`config.mk`:
```
export PLATFORM = sky130hd
export DESIGN_NAME = mbus_bcast_intercept_fifo_flat
export DESIGN_NICKNAME = d
export VERILOG_FILES = /design/src/rtl/mbus_bcast_intercept_fifo_if.sv /design/src/rtl/mbus_bcast_intercept_fifo.sv /design/src/flat_wrapper.sv
export SDC_FILE = /design/constraint.sdc
export NUM_CORES = 1
export LEC_CHECK = 0
export ABC_AREA = 0
export BUFFER_PORTS_ARGS = -buffer_cell sky130_fd_sc_hd__buf_2
export CORE_UTILIZATION = 50
export CTS_BUF_LIST = sky130_fd_sc_hd__clkbuf_4 sky130_fd_sc_hd__clkbuf_8 sky130_fd_sc_hd__clkbuf_16
export CTS_CLUSTER_DIAMETER = 100
export DETAILED_ROUTE_END_ITERATION = 7
export PLACE_DENSITY = 0.72
export SLEW_MARGIN = 20
export SYNTH_ARGS = -nofsm -noshare
export SYNTH_HDL_FRONTEND = slang
export SYNTH_SLANG_ARGS = --single-unit
```
`constraint.sdc`:
```
create_clock -name CLK_EXT -period 2.7 [get_ports CLK_EXT]
set_input_delay 0.405 -clock CLK_EXT [delete_from_list [all_inputs] [get_ports CLK_EXT]]
set_output_delay 0.405 -clock CLK_EXT [all_outputs]
set_load 0.01 [all_outputs]
```
`src/rtl/mbus_bcast_intercept_fifo_if.sv`:
```
// Bus bundle between the MBus node RX side, the layer RX side and the local
// capture-FIFO consumer of the broadcast interceptor.
`timescale 1ns/1ps
interface mbus_bcast_intercept_fifo_if #(
  parameter int unsigned ADDR_WIDTH     = 32,
  parameter int unsigned DATA_WIDTH     = 32,
  parameter int unsigned FUNC_WIDTH     = 4,
  parameter int unsigned FIFO_DEPTH     = 4,
  parameter int unsigned DROP_CNT_WIDTH = 8
);
  localparam int unsigned LVL_W = $clog2(FIFO_DEPTH + 1);

  logic                      MASTER_EN;
  logic [ADDR_WIDTH-1:0]     NODE_RX_ADDR;
  logic [DATA_WIDTH-1:0]     NODE_RX_DATA;
  logic                      NODE_RX_REQ;
  logic                      NODE_RX_BROADCAST;
  logic                      NODE_RX_ACK;
  logic                      RX_REQ;
  logic                      RX_ACK;
  logic                      CAP_VALID;
  logic [FUNC_WIDTH-1:0]     CAP_CH;
  logic [DATA_WIDTH-1:0]     CAP_DATA;
  logic                      CAP_POP;
  logic [LVL_W-1:0]          CAP_LEVEL;
  logic [DROP_CNT_WIDTH-1:0] DROP_CNT;

  modport slave (
    input  MASTER_EN, NODE_RX_ADDR, NODE_RX_DATA, NODE_RX_REQ, NODE_RX_BROADCAST,
    input  RX_ACK, CAP_POP,
    output NODE_RX_ACK, RX_REQ, CAP_VALID, CAP_CH, CAP_DATA, CAP_LEVEL, DROP_CNT
  );

  modport master (
    output MASTER_EN, NODE_RX_ADDR, NODE_RX_DATA, NODE_RX_REQ, NODE_RX_BROADCAST,
    output RX_ACK, CAP_POP,
    input  NODE_RX_ACK, RX_REQ, CAP_VALID, CAP_CH, CAP_DATA, CAP_LEVEL, DROP_CNT
  );
endinterface

```
`src/rtl/mbus_bcast_intercept_fifo.sv`:
```
// Intercepts broadcasts on selected channels, hides them from the layer,
// auto-acks the node and queues the payloads for local consumers.
`timescale 1ns/1ps
module mbus_bcast_intercept_fifo #(
  parameter int unsigned                  ADDR_WIDTH     = 32,
  parameter int unsigned                  DATA_WIDTH     = 32,
  parameter int unsigned                  FUNC_WIDTH     = 4,
  parameter logic [(1<<FUNC_WIDTH)-1:0]   INTERCEPT_MASK = 16'h0001,
  parameter bit                           MASTER_ONLY    = 1'b1,
  parameter int unsigned                  FIFO_DEPTH     = 4,
  parameter int unsigned                  DROP_CNT_WIDTH = 8
) (
  input  logic                        CLK_EXT,
  input  logic                        RESETn_local,
  mbus_bcast_intercept_fifo_if.slave  bus
);

  localparam int unsigned PTR_W = $clog2(FIFO_DEPTH);
  localparam int unsigned LVL_W = $clog2(FIFO_DEPTH + 1);

  typedef enum logic {IDLE, ACK} state_t;

  state_t                    state_q;
  logic                      ack_q;
  logic [PTR_W-1:0]          wr_ptr_q;
  logic [PTR_W-1:0]          rd_ptr_q;
  logic [LVL_W-1:0]          level_q;
  logic [DROP_CNT_WIDTH-1:0] drop_q;
  logic [FUNC_WIDTH-1:0]     ch_mem_q   [FIFO_DEPTH];
  logic [DATA_WIDTH-1:0]     data_mem_q [FIFO_DEPTH];

  logic [FUNC_WIDTH-1:0] ch_c;
  logic                  match_c;
  logic                  capture_c;
  logic                  full_c;
  logic                  pop_c;
  logic                  push_c;
  logic                  unused_addr_c;

  assign ch_c          = bus.NODE_RX_ADDR[FUNC_WIDTH-1:0];
  assign unused_addr_c = ^bus.NODE_RX_ADDR[ADDR_WIDTH-1:FUNC_WIDTH];
  assign match_c       = bus.NODE_RX_BROADCAST & INTERCEPT_MASK[ch_c] &
                         (bus.MASTER_EN | ~MASTER_ONLY);
  assign capture_c     = (state_q == IDLE) & match_c & bus.NODE_RX_REQ;
  assign full_c        = (level_q == LVL_W'(FIFO_DEPTH));
  assign pop_c         = bus.CAP_POP & (level_q != '0);
  // A pop in the same cycle frees the slot, so a full FIFO can still accept.
  assign push_c        = capture_c & (~full_c | pop_c);

  assign bus.RX_REQ      = match_c ? 1'b0 : bus.NODE_RX_REQ;
  assign bus.NODE_RX_ACK = bus.RX_ACK | ack_q;
  assign bus.CAP_VALID   = (level_q != '0);
  assign bus.CAP_CH      = ch_mem_q[rd_ptr_q];
  assign bus.CAP_DATA    = data_mem_q[rd_ptr_q];
  assign bus.CAP_LEVEL   = level_q;
  assign bus.DROP_CNT    = drop_q;

  always_ff @(posedge CLK_EXT or negedge RESETn_local) begin
    if (!RESETn_local) begin
      state_q  <= IDLE;
      ack_q    <= 1'b0;
      wr_ptr_q <= '0;
      rd_ptr_q <= '0;
      level_q  <= '0;
      drop_q   <= '0;
      for (int i = 0; i < int'(FIFO_DEPTH); i++) begin
        ch_mem_q[i]   <= '0;
        data_mem_q[i] <= '0;
      end
    end else begin
      // Handshake: hold the auto-ack until the node withdraws its request.
      case (state_q)
        IDLE: begin
          if (capture_c) begin
            ack_q   <= 1'b1;
            state_q <= ACK;
            if (!push_c && (drop_q != {DROP_CNT_WIDTH{1'b1}})) begin
              drop_q <= drop_q + DROP_CNT_WIDTH'(1);
            end
          end
        end
        ACK: begin
          if (!bus.NODE_RX_REQ) begin
            ack_q   <= 1'b0;
            state_q <= IDLE;
          end
        end
        default: state_q <= IDLE;
      endcase

      if (push_c) begin
        ch_mem_q[wr_ptr_q]   <= ch_c;
        data_mem_q[wr_ptr_q] <= bus.NODE_RX_DATA;
        wr_ptr_q             <= wr_ptr_q + PTR_W'(1);
      end
      if (pop_c) begin
        rd_ptr_q <= rd_ptr_q + PTR_W'(1);
      end
      case ({push_c, pop_c})
        2'b10:   level_q <= level_q + LVL_W'(1);
        2'b01:   level_q <= level_q - LVL_W'(1);
        default: level_q <= level_q;
      endcase
    end
  end

endmodule

```
`src/flat_wrapper.sv`:
```
// flat-port wrapper written by rule: the top's interface ports become plain ports
module mbus_bcast_intercept_fifo_flat 
#(
  parameter int unsigned                  ADDR_WIDTH     = 32,
  parameter int unsigned                  DATA_WIDTH     = 32,
  parameter int unsigned                  FUNC_WIDTH     = 4,
  parameter logic [(1<<FUNC_WIDTH)-1:0]   INTERCEPT_MASK = 16'h0001,
  parameter bit                           MASTER_ONLY    = 1'b1,
  parameter int unsigned                  FIFO_DEPTH     = 4,
  parameter int unsigned                  DROP_CNT_WIDTH = 8
)
  (CLK_EXT, RESETn_local, bus_MASTER_EN, bus_NODE_RX_ADDR, bus_NODE_RX_DATA, bus_NODE_RX_REQ, bus_NODE_RX_BROADCAST, bus_RX_ACK, bus_CAP_POP, bus_NODE_RX_ACK, bus_RX_REQ, bus_CAP_VALID, bus_CAP_CH, bus_CAP_DATA, bus_CAP_LEVEL, bus_DROP_CNT);
  mbus_bcast_intercept_fifo_if #(.ADDR_WIDTH(ADDR_WIDTH), .DATA_WIDTH(DATA_WIDTH), .FUNC_WIDTH(FUNC_WIDTH), .FIFO_DEPTH(FIFO_DEPTH), .DROP_CNT_WIDTH(DROP_CNT_WIDTH)) bus_i ();
  input  logic CLK_EXT;
  input  logic RESETn_local;
  input wire logic [$bits(bus_i.MASTER_EN)-1:0] bus_MASTER_EN;
  input wire logic [$bits(bus_i.NODE_RX_ADDR)-1:0] bus_NODE_RX_ADDR;
  input wire logic [$bits(bus_i.NODE_RX_DATA)-1:0] bus_NODE_RX_DATA;
  input wire logic [$bits(bus_i.NODE_RX_REQ)-1:0] bus_NODE_RX_REQ;
  input wire logic [$bits(bus_i.NODE_RX_BROADCAST)-1:0] bus_NODE_RX_BROADCAST;
  input wire logic [$bits(bus_i.RX_ACK)-1:0] bus_RX_ACK;
  input wire logic [$bits(bus_i.CAP_POP)-1:0] bus_CAP_POP;
  output wire logic [$bits(bus_i.NODE_RX_ACK)-1:0] bus_NODE_RX_ACK;
  output wire logic [$bits(bus_i.RX_REQ)-1:0] bus_RX_REQ;
  output wire logic [$bits(bus_i.CAP_VALID)-1:0] bus_CAP_VALID;
  output wire logic [$bits(bus_i.CAP_CH)-1:0] bus_CAP_CH;
  output wire logic [$bits(bus_i.CAP_DATA)-1:0] bus_CAP_DATA;
  output wire logic [$bits(bus_i.CAP_LEVEL)-1:0] bus_CAP_LEVEL;
  output wire logic [$bits(bus_i.DROP_CNT)-1:0] bus_DROP_CNT;
  assign bus_i.MASTER_EN = bus_MASTER_EN;
  assign bus_i.NODE_RX_ADDR = bus_NODE_RX_ADDR;
  assign bus_i.NODE_RX_DATA = bus_NODE_RX_DATA;
  assign bus_i.NODE_RX_REQ = bus_NODE_RX_REQ;
  assign bus_i.NODE_RX_BROADCAST = bus_NODE_RX_BROADCAST;
  assign bus_i.RX_ACK = bus_RX_ACK;
  assign bus_i.CAP_POP = bus_CAP_POP;
  assign bus_NODE_RX_ACK = bus_i.NODE_RX_ACK;
  assign bus_RX_REQ = bus_i.RX_REQ;
  assign bus_CAP_VALID = bus_i.CAP_VALID;
  assign bus_CAP_CH = bus_i.CAP_CH;
  assign bus_CAP_DATA = bus_i.CAP_DATA;
  assign bus_CAP_LEVEL = bus_i.CAP_LEVEL;
  assign bus_DROP_CNT = bus_i.DROP_CNT;
  mbus_bcast_intercept_fifo #(.ADDR_WIDTH(ADDR_WIDTH), .DATA_WIDTH(DATA_WIDTH), .FUNC_WIDTH(FUNC_WIDTH), .INTERCEPT_MASK(INTERCEPT_MASK), .MASTER_ONLY(MASTER_ONLY), .FIFO_DEPTH(FIFO_DEPTH), .DROP_CNT_WIDTH(DROP_CNT_WIDTH)) u_core (.CLK_EXT(CLK_EXT), .RESETn_local(RESETn_local), .bus(bus_i));
endmodule
```
# Word-level counts from Yosys, hierarchy flattened
# Memory sizes are Yosys's and may differ from the RTL's.
# Cells that the tools add are included.
# word_totals
register_bits	161
elab_cells	70
input_bits	71
output_inout_bits	50
rom_bits	16
mem_count	1
# memory_table
memory	words	width	rd	rd_ports_with_merged_regs	write_ports	line	source
(no name shown)	16	1	1	0	0	mbus_bcast_intercept_fifo.sv:42	assign match_c = bus.NODE_RX_BROADCAST & INTERCEPT_MASK[ch_c] &
# op_classes
n_eq_ne	6
n_reduce_logical	7
add_sub_neg	5
mux	21
bitwise_logic	12
order_cmp	4
# op_table
operator	count
$bwmux 128	1
$mux 32	3
$bmux 32 s2	1
$demux 32 s2	1
$bwmux 16	1
$mux 4	3
$add 8x1->8 const B	1
$bmux 4 s2	1
$demux 4 s2	1
$ne 8x8->1 const B	1
$and 1x1->1	6
$ge 3x3->1 const B	2
$mux 1	6
$not 2->3	2
$pmux 3 s2	1
$lt 4x5->1 const B	1
$add 2x1->2 const B	2
$pmux 1 s2	2
$add 3x1->3 const B	1
$eq 3x3->1 const B	1
$lt 3x1->1 const B	1
$reduce_and 3->1	1
$reduce_bool 3->1	1
$sub 3x1->3 const B	1
10 further kinds	13

# Depth between registers and ports, before layout
# Gate-level depths: netlist of run 1.
# logic_depth
depth_word	10
ltp_mapped	8
depth_no_buf	8

# Least setup slack after synthesis of run 1
# OpenSTA, ideal clock, no wires.
# synth_timing
path_type	register to output
startpoint	register u_core.rd_ptr_q[0]
endpoint	output bus_CAP_DATA[15]
n_path_buf	2
stages_incl_launch_ff	4
slack_ns	0.320
required_time_ns	2.295
arrival_time_ns	1.975
path_cell_list	dfrtp_1 -> clkbuf_1 -> buf_1 -> mux4_2
# synth_between
elab_chain_len	4
# synth_lines
item	line	source
start: declaration	mbus_bcast_intercept_fifo.sv:26	logic [PTR_W-1:0] rd_ptr_q;
start signal: assignment	mbus_bcast_intercept_fifo.sv:97	rd_ptr_q <= rd_ptr_q + PTR_W'(1);
$not 2->3 (not written as such)	mbus_bcast_intercept_fifo.sv:54	assign bus.CAP_DATA = data_mem_q[rd_ptr_q];
$bmux 32 s2	mbus_bcast_intercept_fifo.sv:54	
$mux 32 (not written as such) (2 in a row)	mbus_bcast_intercept_fifo.sv:54	
end: declaration	flat_wrapper.sv:27	output wire logic [$bits(bus_i.CAP_DATA)-1:0] bus_CAP_DATA;
# Every way passes these cells. The select of a mux whose other input is x is not followed.

# Final worst setup path of run 1
# layout_timing
startpoint	register u_core.level_q[0], in the netlist u_core.bus.CAP_LEVEL[0]
endpoint	register u_core.drop_q[1], in the netlist u_core.bus.DROP_CNT[1]
# layout_between
elab_chain_len	7
word_cells_on_any_way	9
cone_classes	eq/ne: 1; bitwise: 4; reduce/logical: 4
# layout_lines
item	line	source
start: declaration	mbus_bcast_intercept_fifo.sv:27	logic [LVL_W-1:0] level_q;
start signal: assignment	mbus_bcast_intercept_fifo.sv:100	2'b10: level_q <= level_q + LVL_W'(1);
start signal: assignment	mbus_bcast_intercept_fifo.sv:101	2'b01: level_q <= level_q - LVL_W'(1);
start signal: assignment	mbus_bcast_intercept_fifo.sv:102	default: level_q <= level_q;
$reduce_bool 3->1 or $eq 3x3->1 (tied branches)	mbus_bcast_intercept_fifo.sv:46, mbus_bcast_intercept_fifo.sv:45	
$and 1x1->1 or $not 1->1 (tied branches)	mbus_bcast_intercept_fifo.sv:46, mbus_bcast_intercept_fifo.sv:48	
$or 1x1->1 (*)	mbus_bcast_intercept_fifo.sv:48	assign push_c = capture_c & (~full_c | pop_c);
$and 1x1->1 (*)	mbus_bcast_intercept_fifo.sv:48	
$logic_not 1->1 (*)	mbus_bcast_intercept_fifo.sv:77	if (!push_c && (drop_q != {DROP_CNT_WIDTH{1'b1}})) begin
$logic_and 1x1->1 (*)	mbus_bcast_intercept_fifo.sv:77	
$reduce_and 3->1 (no source line) (*)	n/a	
end signal: assignment	mbus_bcast_intercept_fifo.sv:78	drop_q <= drop_q + DROP_CNT_WIDTH'(1);
end: declaration	mbus_bcast_intercept_fifo.sv:28	logic [DROP_CNT_WIDTH-1:0] drop_q;
# Every way passes the cells marked *; elsewhere a longest branch is shown, timed or not.
# A chain may end at the register's enable or synchronous reset.

==> results list, run 1 <==
- The worst pin sits at a relative slew slack of 0.490.
- Routed via count divided by cell count: ~5.5
* Endpoint of the worst-slack reg-to-reg timing path: u_core.bus.DROP_CNT[1]$_DFFE_PN0P_
* Worst IR Drop VDD: around 0.57 mV
- The max-slew violation count is 0.
- Pwr Density: approximately 740 nW/um^2
- Number of maximum-capacitance constraint violations: 0
- Run status: finished clean
* Synth Area in Simple Gates: 0.0456
* Core footprint: 14500 um^2
- Classification of the worst-slack hold path: primary input to async pin
* Post-synthesis compound-gate area fraction: 0.00724
- DR vias: 4035
- Setup repair after global routing left no endpoint under its margin.
* Top post-synthesis cells by area: dfrtp_1 (54%), mux2_4 (19%), mux4_2 (11%), mux2_2 (5.6%), buf_6 (1.8%)
- In this run the remaining antenna-violating nets after routing total 0.
- TritonCTS clock tree: done
- Synthesis handed over a netlist of roughly 430 instances.
- Clock Path Buffers: 2
- For this run, the top clock speed supported by timing is 418 MHz.
- Deepest level of the CTS H-tree: 4
- Post-synthesis share of cell area spent on full adders, half adders and majority gates: 0.0128
- Yosys printed 0 warnings.
* Final net count: 613
- Actual slew at the worst max-slew pin: 0.765 ns
- Weighted congestion reported at the end of routability-driven placement: 0.757
- Final wirelength: 14.2 mm
- Number of buffers inserted by post-CTS setup repair: 0
* Reg-to-Reg Start: u_core.bus.CAP_LEVEL[0]$_DFFE_PN0P_
- For this block, the initial DRC count from the detailed router was 158.
* Synthesized flop and latch total: 161
- After synthesis, the largest family of logic cells by area is multiplexers.
- In the layout the commonest cells are dfrtp_1 (159), mux2_4 (92), buf_2 (91), mux2_2 (37), mux4_2 (36).
- Worst-Skew Late Latency: approximately 0.42 ns
- Clock tree skew after final layout: 0.00607 ns
* Net Count, Synth: 510
- Floorplan die height: 124 um
- The worst setup path is launched from a flip-flop.
- Average cell area after synthesis: 17.2 um^2
- The first detailed-routing pass ran for 4 iterations.
- Fraction of the yosys area taken by sequential cells: 0.542
- The critical path is of the flip-flop to flip-flop type.
- Wire length of the first global-routing pass: about 23 mm
- Vias in the first global route: 4407
- In this run, CTS created clock tree buffers numbering 17.
- Total track usage: 0.206
* XOR/XNOR Fraction of Synth Area: 0.0118
- Global routing finished with a remaining overflow of 0.
- Most common library cell in the layout ignoring fill and taps: dfrtp_1
- Setup violations remaining at the end of the flow were counted as 0.
- Required @ worst endpoint: 3.01 ns
* Buffers on Ports: 92
- Final HPWL DP: 8.94 mm
- Clock tree synthesis found a total of between 150 and 200 sinks.
- Post-detailed-route wirelength per cell: 19.4 um
- Nature of the critical path endpoint: flip-flop
- FF-to-FF path depth: 4
- Final non-filler cell area: 8790 um^2
- Layout cell share with drive strength beyond 1: 0.568
* Post-synthesis async set-or-reset flop share: 1.00
- In this run the cell area measured after placement is 8160 um^2.
- CTS root buffer: clkbuf_16
- Final period utilization: 0.886
* Distinct cells, synth: 38
- In this run, synthesis inferred 0 flip-flops with an integrated enable.
- Floorplan die area: approximately 15000 um^2
- Adding up every negative setup slack in the final design gives 0 ns.
- Placed cell count: 700
- After floorplanning, the core was divided into 44 placement rows.
- After clock tree synthesis, the flow added hold-fix buffers numbering 0.
- The total count of hold-check failures in the final report came to 0.
- The initial utilization of the core area, before any placement, comes to 0.511.
- CTS clock-pin slew for the worst setup and hold paths: about 0.060 ns
- Area growth from synthesis to layout: 18.3%
* Netlist area before placement: 7430 um^2
- During I/O placement, the number of pins put on the boundary was between 100 and 150.
- Among all flip-flop cells after synthesis, the most frequent one is dfrtp_1.
- Largest area contributor in the synthesized netlist: dfrtp_1
- Post-route DRC violation count: 0
* Fraction of synthesized area in multiplexers: 0.354
- WP data arrival: 2.70 ns
- The routed design could run at a clock period as short as around 2.4 ns.
- Of all nets on the critical path, the largest fanout is 9.
- In this run the horizontal extent of the chip is around 120 um.
- The number of antenna violations at the first check in global routing came to 1.
* Leakage power summed over all cells: 4.69 nW
- Post-cts repair resize count: 0
- Excluding fillers, the count of instances in the completed layout stands at 734.
* Pin count of the biggest net entering global routing: 81
* Portion of synthesized cell area occupied by the leading cell type: 0.542
- In this run the register-to-register setup slack is 0.31 ns.
how the worst max path moves through the flow:
stage	start	endpoint	slack (ns)	depth (start not counted)
after global placement	bus_NODE_RX_ADDR[0]	u_core.bus.CAP_LEVEL[2]$_DFFE_PN0P_	0.18	9
after CTS	u_core.bus.CAP_LEVEL[0]$_DFFE_PN0P_	u_core.bus.DROP_CNT[1]$_DFFE_PN0P_	0.30	4
final	u_core.bus.CAP_LEVEL[0]$_DFFE_PN0P_	u_core.bus.DROP_CNT[1]$_DFFE_PN0P_	0.31	4
after floorplan	u_core.rd_ptr_q[0]$_DFFE_PN0P_	bus_CAP_DATA[15]	0.32	3
after global routing	u_core.bus.CAP_LEVEL[0]$_DFFE_PN0P_	u_core.bus.DROP_CNT[7]$_DFFE_PN0P_	0.21	4
after detailed placement	bus_NODE_RX_ADDR[0]	u_core.bus.CAP_LEVEL[2]$_DFFE_PN0P_	0.16	9
critical path, cell delays in order, from the launching register on:
cell and delay, ns:
dfrtp_1 0.43, or4b_1 0.54, or4_1 0.71, nor2_1 0.25
mux2_2 0.35
cells in the mapped netlist (all sizes together), types with 2 or more instances:
cell and n:
mux4 36, nand3 2, nand4 2, nand2 10, nor2 4, dfrtp 161
clkbuf 6, and2 17, inv 7, nor3 2, buf 15, nor4 3
xnor2 3, or4 3, xor2 7, o21ai 3, ha 6, mux2 130
nand2b 2
metal layers:
layer	track usage	share of wire
met1	0.274	0.46
met2	0.322	0.49
met3	0.0678	0.046
met4	0.0647	0.0089
met5	0	0
registers in the layout (all words and copies together), names as in the netlist:
name                  flops
u_core.state_q            1
u_core.bus.CAP_LEVEL      3
u_core.data_mem_q       128
u_core.ch_mem_q          16
u_core.bus.DROP_CNT       8
u_core.rd_ptr_q           2
u_core.ack_q              1
u_core.wr_ptr_q           2
through the flow:
stage	utilization	worst slack [ns]	power (W)	hold slack (ns)
floorplan	-	0.320	0.00363	0.109
global placement	0.561	0.181	0.00403	0.463
detailed placement	0.561	0.156	0.00406	0.468
CTS	0.604	0.301	0.00660	0.0447
global route	0.604	0.209	0.00683	0.0662
finish	0.605	0.309	0.00652	0.0140
kinds of logic (layout without fill, tap and decap cells):
logic type / after synthesis / count (layout)
AO/OA/AOI/OAI: 8 / 8
XOR/XNOR: 10 / 10
adder cells (fa/ha/maj): 7 / 7
buffers and inverters: 28 / 144
flip-flops: 161 / 161
multiplexers: 167 / 167
other: 0 / 2
AND/OR/NAND/NOR: 51 / 51
report_power, final:
part           internal [W]  switching, W
logic              0.000655      0.000577
registers           0.00259      0.000174
clock network       0.00157      0.000949
final cells by class:
cell class / count / area (um^2)
clock inverter: 9 / 129
tap: 184 / 230
sequential: 161 / 4030
multi-input combinational: 243 / 3210
clock buffer: 23 / 495
timing repair buffer: 105 / 664
inverter: 7 / 26.3
fill: 1095 / 5750
antenna: 2 / 5.00
Power figures use the tool's default switching activity.
==> run 2, diff against run 1 <==
- CTS_CLUSTER_SIZE: default -> 30
- RECOVER_POWER: default -> 100
==> run 2 against run 1 <==
Effect of this change:
- first-iteration DRC count rose by 1.3%
- die area unchanged
- worst hold slack gained 0.22 ns
- critical path depth is 3 higher
- wire length shrank 1.7%
- total power decreased by 1.8%
- non-clock buffer count is the same
- the run now ends with max-capacitance violations, max-slew violations left
- clock-buffer cell count is the same
- utilization is 3.1 points lower
- global-route usage unchanged
- design area down 5.1%
- sequential power is essentially flat
==> results list, run 2 (same netlist as run 1, synthesis figures left out) <==
* Run status: finished, violations left
- The checks that failed: max-capacitance violations, max-slew violations.
- Clock Path Buffers: 2
* Number of standard-cell rows in the floorplan: 44
* Number of maximum-capacitance constraint violations: 1
- Unrepaired setup endpoints after global routing: no
* Area growth from synthesis to layout: 12.2%
- Before antenna repair, the detailed router went through 4 iterations.
* Floorplan die height: 124 um
* Floorplan die area: 15400 um^2
* WP data arrival: 2.78 ns
- For the worst-skew pair, the clock arrives at the later sink with an insertion delay of 0.42 ns.
- Core footprint: 14500 um^2
* Vias in the first global route: 4407
* Pins Over Slew Limit: 79
- Detailed placement ended at an HPWL of 8.94 mm.
* Number of flip-flops under the largest register name: approximately 130
* Commonest cells after routing, fill and taps aside: dfrtp_1 (159), mux2_1 (88), clkbuf_1 (47), buf_2 (46), mux2_2 (37)
* Total area of multi-input combinational cells: 2850 um^2
- Dividing total power by cell area gives a power density of ~770 nW/um^2.
- The tightest min-delay check is of the primary input to flip-flop type.
- After detailed routing, the number of vias per cell comes to 5.47.
- Final non-filler cell area: 8340 um^2
- For the worst setup path, the data required time is 3.00 ns.
- Post-cts repair resize count: 0
- Buffers on Ports: 92
* Drt initial violations: between 150 and 200
- Setup violations remaining at the end of the flow were counted as 0.
- Actual slew at the worst max-slew pin: around 2.1 ns
- Along the worst path, the maximum fanout reaches 12.
- After global routing the overflow that remains totals 0.
- Across every metal layer, demand over resource in global routing totals 0.206.
* Achievable Freq: around 400 MHz
- Summing all placed instances gives a cell area of 8160 um^2.
- Wires add up to ~14 mm.
- CTS root buffer: clkbuf_16
- Final net count: 613
- Final period utilization: 0.917
- Fill count: 1223
- Sw Pwr: 0.00168 W
- Post-detailed-route wirelength per cell: ~19 um
* CTS clock-pin slew for the worst setup and hold paths: 0.06 ns
- Reg area: 4030 um^2
- Weighted congestion reported at the end of routability-driven placement: 0.757
- Largest reg by FF count: u_core.data_mem_q
- STA classifies the critical path startpoint as a primary input.
- The die is 124 um wide.
* Fin cells: between 700 and 800
* Fin Setup TNS: 0 ns
* DR vias: 4012
* Clock power frac: 0.393
- The H-tree was split into 4 levels.
* Ports placed on the boundary: 121
* Nature of the critical path endpoint: flip-flop
* Total number of clock tree sinks: 161
* Clock period minus final worst setup slack: 2.47 ns
- Critical path type: primary input to flip-flop
- Final hold violation count: 0
- The first global-routing pass estimated 23.1 mm of wire.
- Once detail routing completed, the nets flagged for antenna violations numbered 0.
* Clock tree skew after final layout: 0.00561 ns
* Pin count of the biggest net entering global routing: 81
- TritonCTS built the clock tree.
* Post-route DRC violation count: 0
- Across the VDD grid, the largest voltage drop is 0.554 mV.
* Layout cell share with drive strength beyond 1: 0.318
- In this run the post-CTS setup repair buffer count came out at 0.
* Pint: 0.00472 W
- The number of antenna violations at the first check in global routing is 1.
- Sequential share of power: 0.431
- The library cell used most frequently in the layout, excluding fill and tap cells, is dfrtp_1.
* Fraction of power consumed by combinational cells: 0.175
* Starting Density: 0.511
- Number of buffers created by CTS: 17
- In this run the tightest slew margin relative to its limit is -0.386.
- Placed cell count: 700
- In this run the static leakage power is 4.20 nW.
* Fraction of power spent switching nets: 0.263
* Count of hold-fix buffers inserted at cts: 0
[run 2: routing by layer]
layer / vias up / global-route usage / wire length [um]
li1: 1794 / - / -
met1: 2124 / 0.274 / 6290
met2: 81 / 0.322 / 6880
met3: 13 / 0.0678 / 668
met4: 0 / 0.0647 / 138
met5: - / 0 / 0
[run 2: path summary, 6_finish.rpt]
kind | endpoint | start | slack [ns] | cells after the start
worst max-delay path | u_core.data_mem_q[56]$_DFFE_PN0P_ | bus_NODE_RX_ADDR[0] | 0.23 | 7
worst min-delay path | u_core.data_mem_q[71]$_DFFE_PN0P_ | bus_NODE_RX_DATA[7] | 0.23 | 2
worst max register to register | u_core.data_mem_q[56]$_DFFE_PN0P_ | u_core.bus.CAP_LEVEL[2]$_DFFE_PN0P_ | 0.29 | 6
worst min register to register | u_core.ch_mem_q[12]$_DFFE_PN0P_ | u_core.ch_mem_q[12]$_DFFE_PN0P_ | 0.48 | 1
max in group asynchronous | u_core.rd_ptr_q[0]$_DFFE_PN0P_ | RESETn_local | 0.75 | 1
min in group asynchronous | u_core.data_mem_q[9]$_DFFE_PN0P_ | RESETn_local | 0.55 | 1
[run 2: layout make-up]
cell class | instances | share of cell area
timing repair buffer | 105 | 0.0680
clock inverter | 9 | 0.0155
antenna | 2 | 0.000600
tap | 184 | 0.0276
sequential | 161 | 0.484
multi-input combinational | 243 | 0.342
clock buffer | 23 | 0.0594
inverter | 7 | 0.00315
[run 2: stage by stage]
stage          total power (W)  worst slack, ns   util  hold WS, ns
2_1_floorplan          0.00363            0.320      -        0.109
3_5_place_dp           0.00406            0.156  0.561        0.468
6_report               0.00640            0.225  0.574        0.231
3_3_place_gp           0.00403            0.181  0.561        0.463
5_1_grt                0.00671            0.141  0.573        0.219
4_1_cts                0.00660            0.301  0.604       0.0447
[run 2: worst max-delay path, cell delays in order]
cell and delay, ns:
buf_2 0.09, or4_1 0.57, nor4_1 0.35, clkbuf_1 0.47, nand2_4 0.24, clkbuf_4 0.31
mux2_1 0.34
[run 2: power groups by stage]
stage               combinational [W]  sequential [W]  clock, W
floorplan                    0.000901         0.00272         0
global placement              0.00124         0.00279         0
detailed placement            0.00125         0.00281         0
CTS                           0.00126         0.00277   0.00258
global route                  0.00124         0.00279   0.00268
finish                        0.00112         0.00276   0.00252
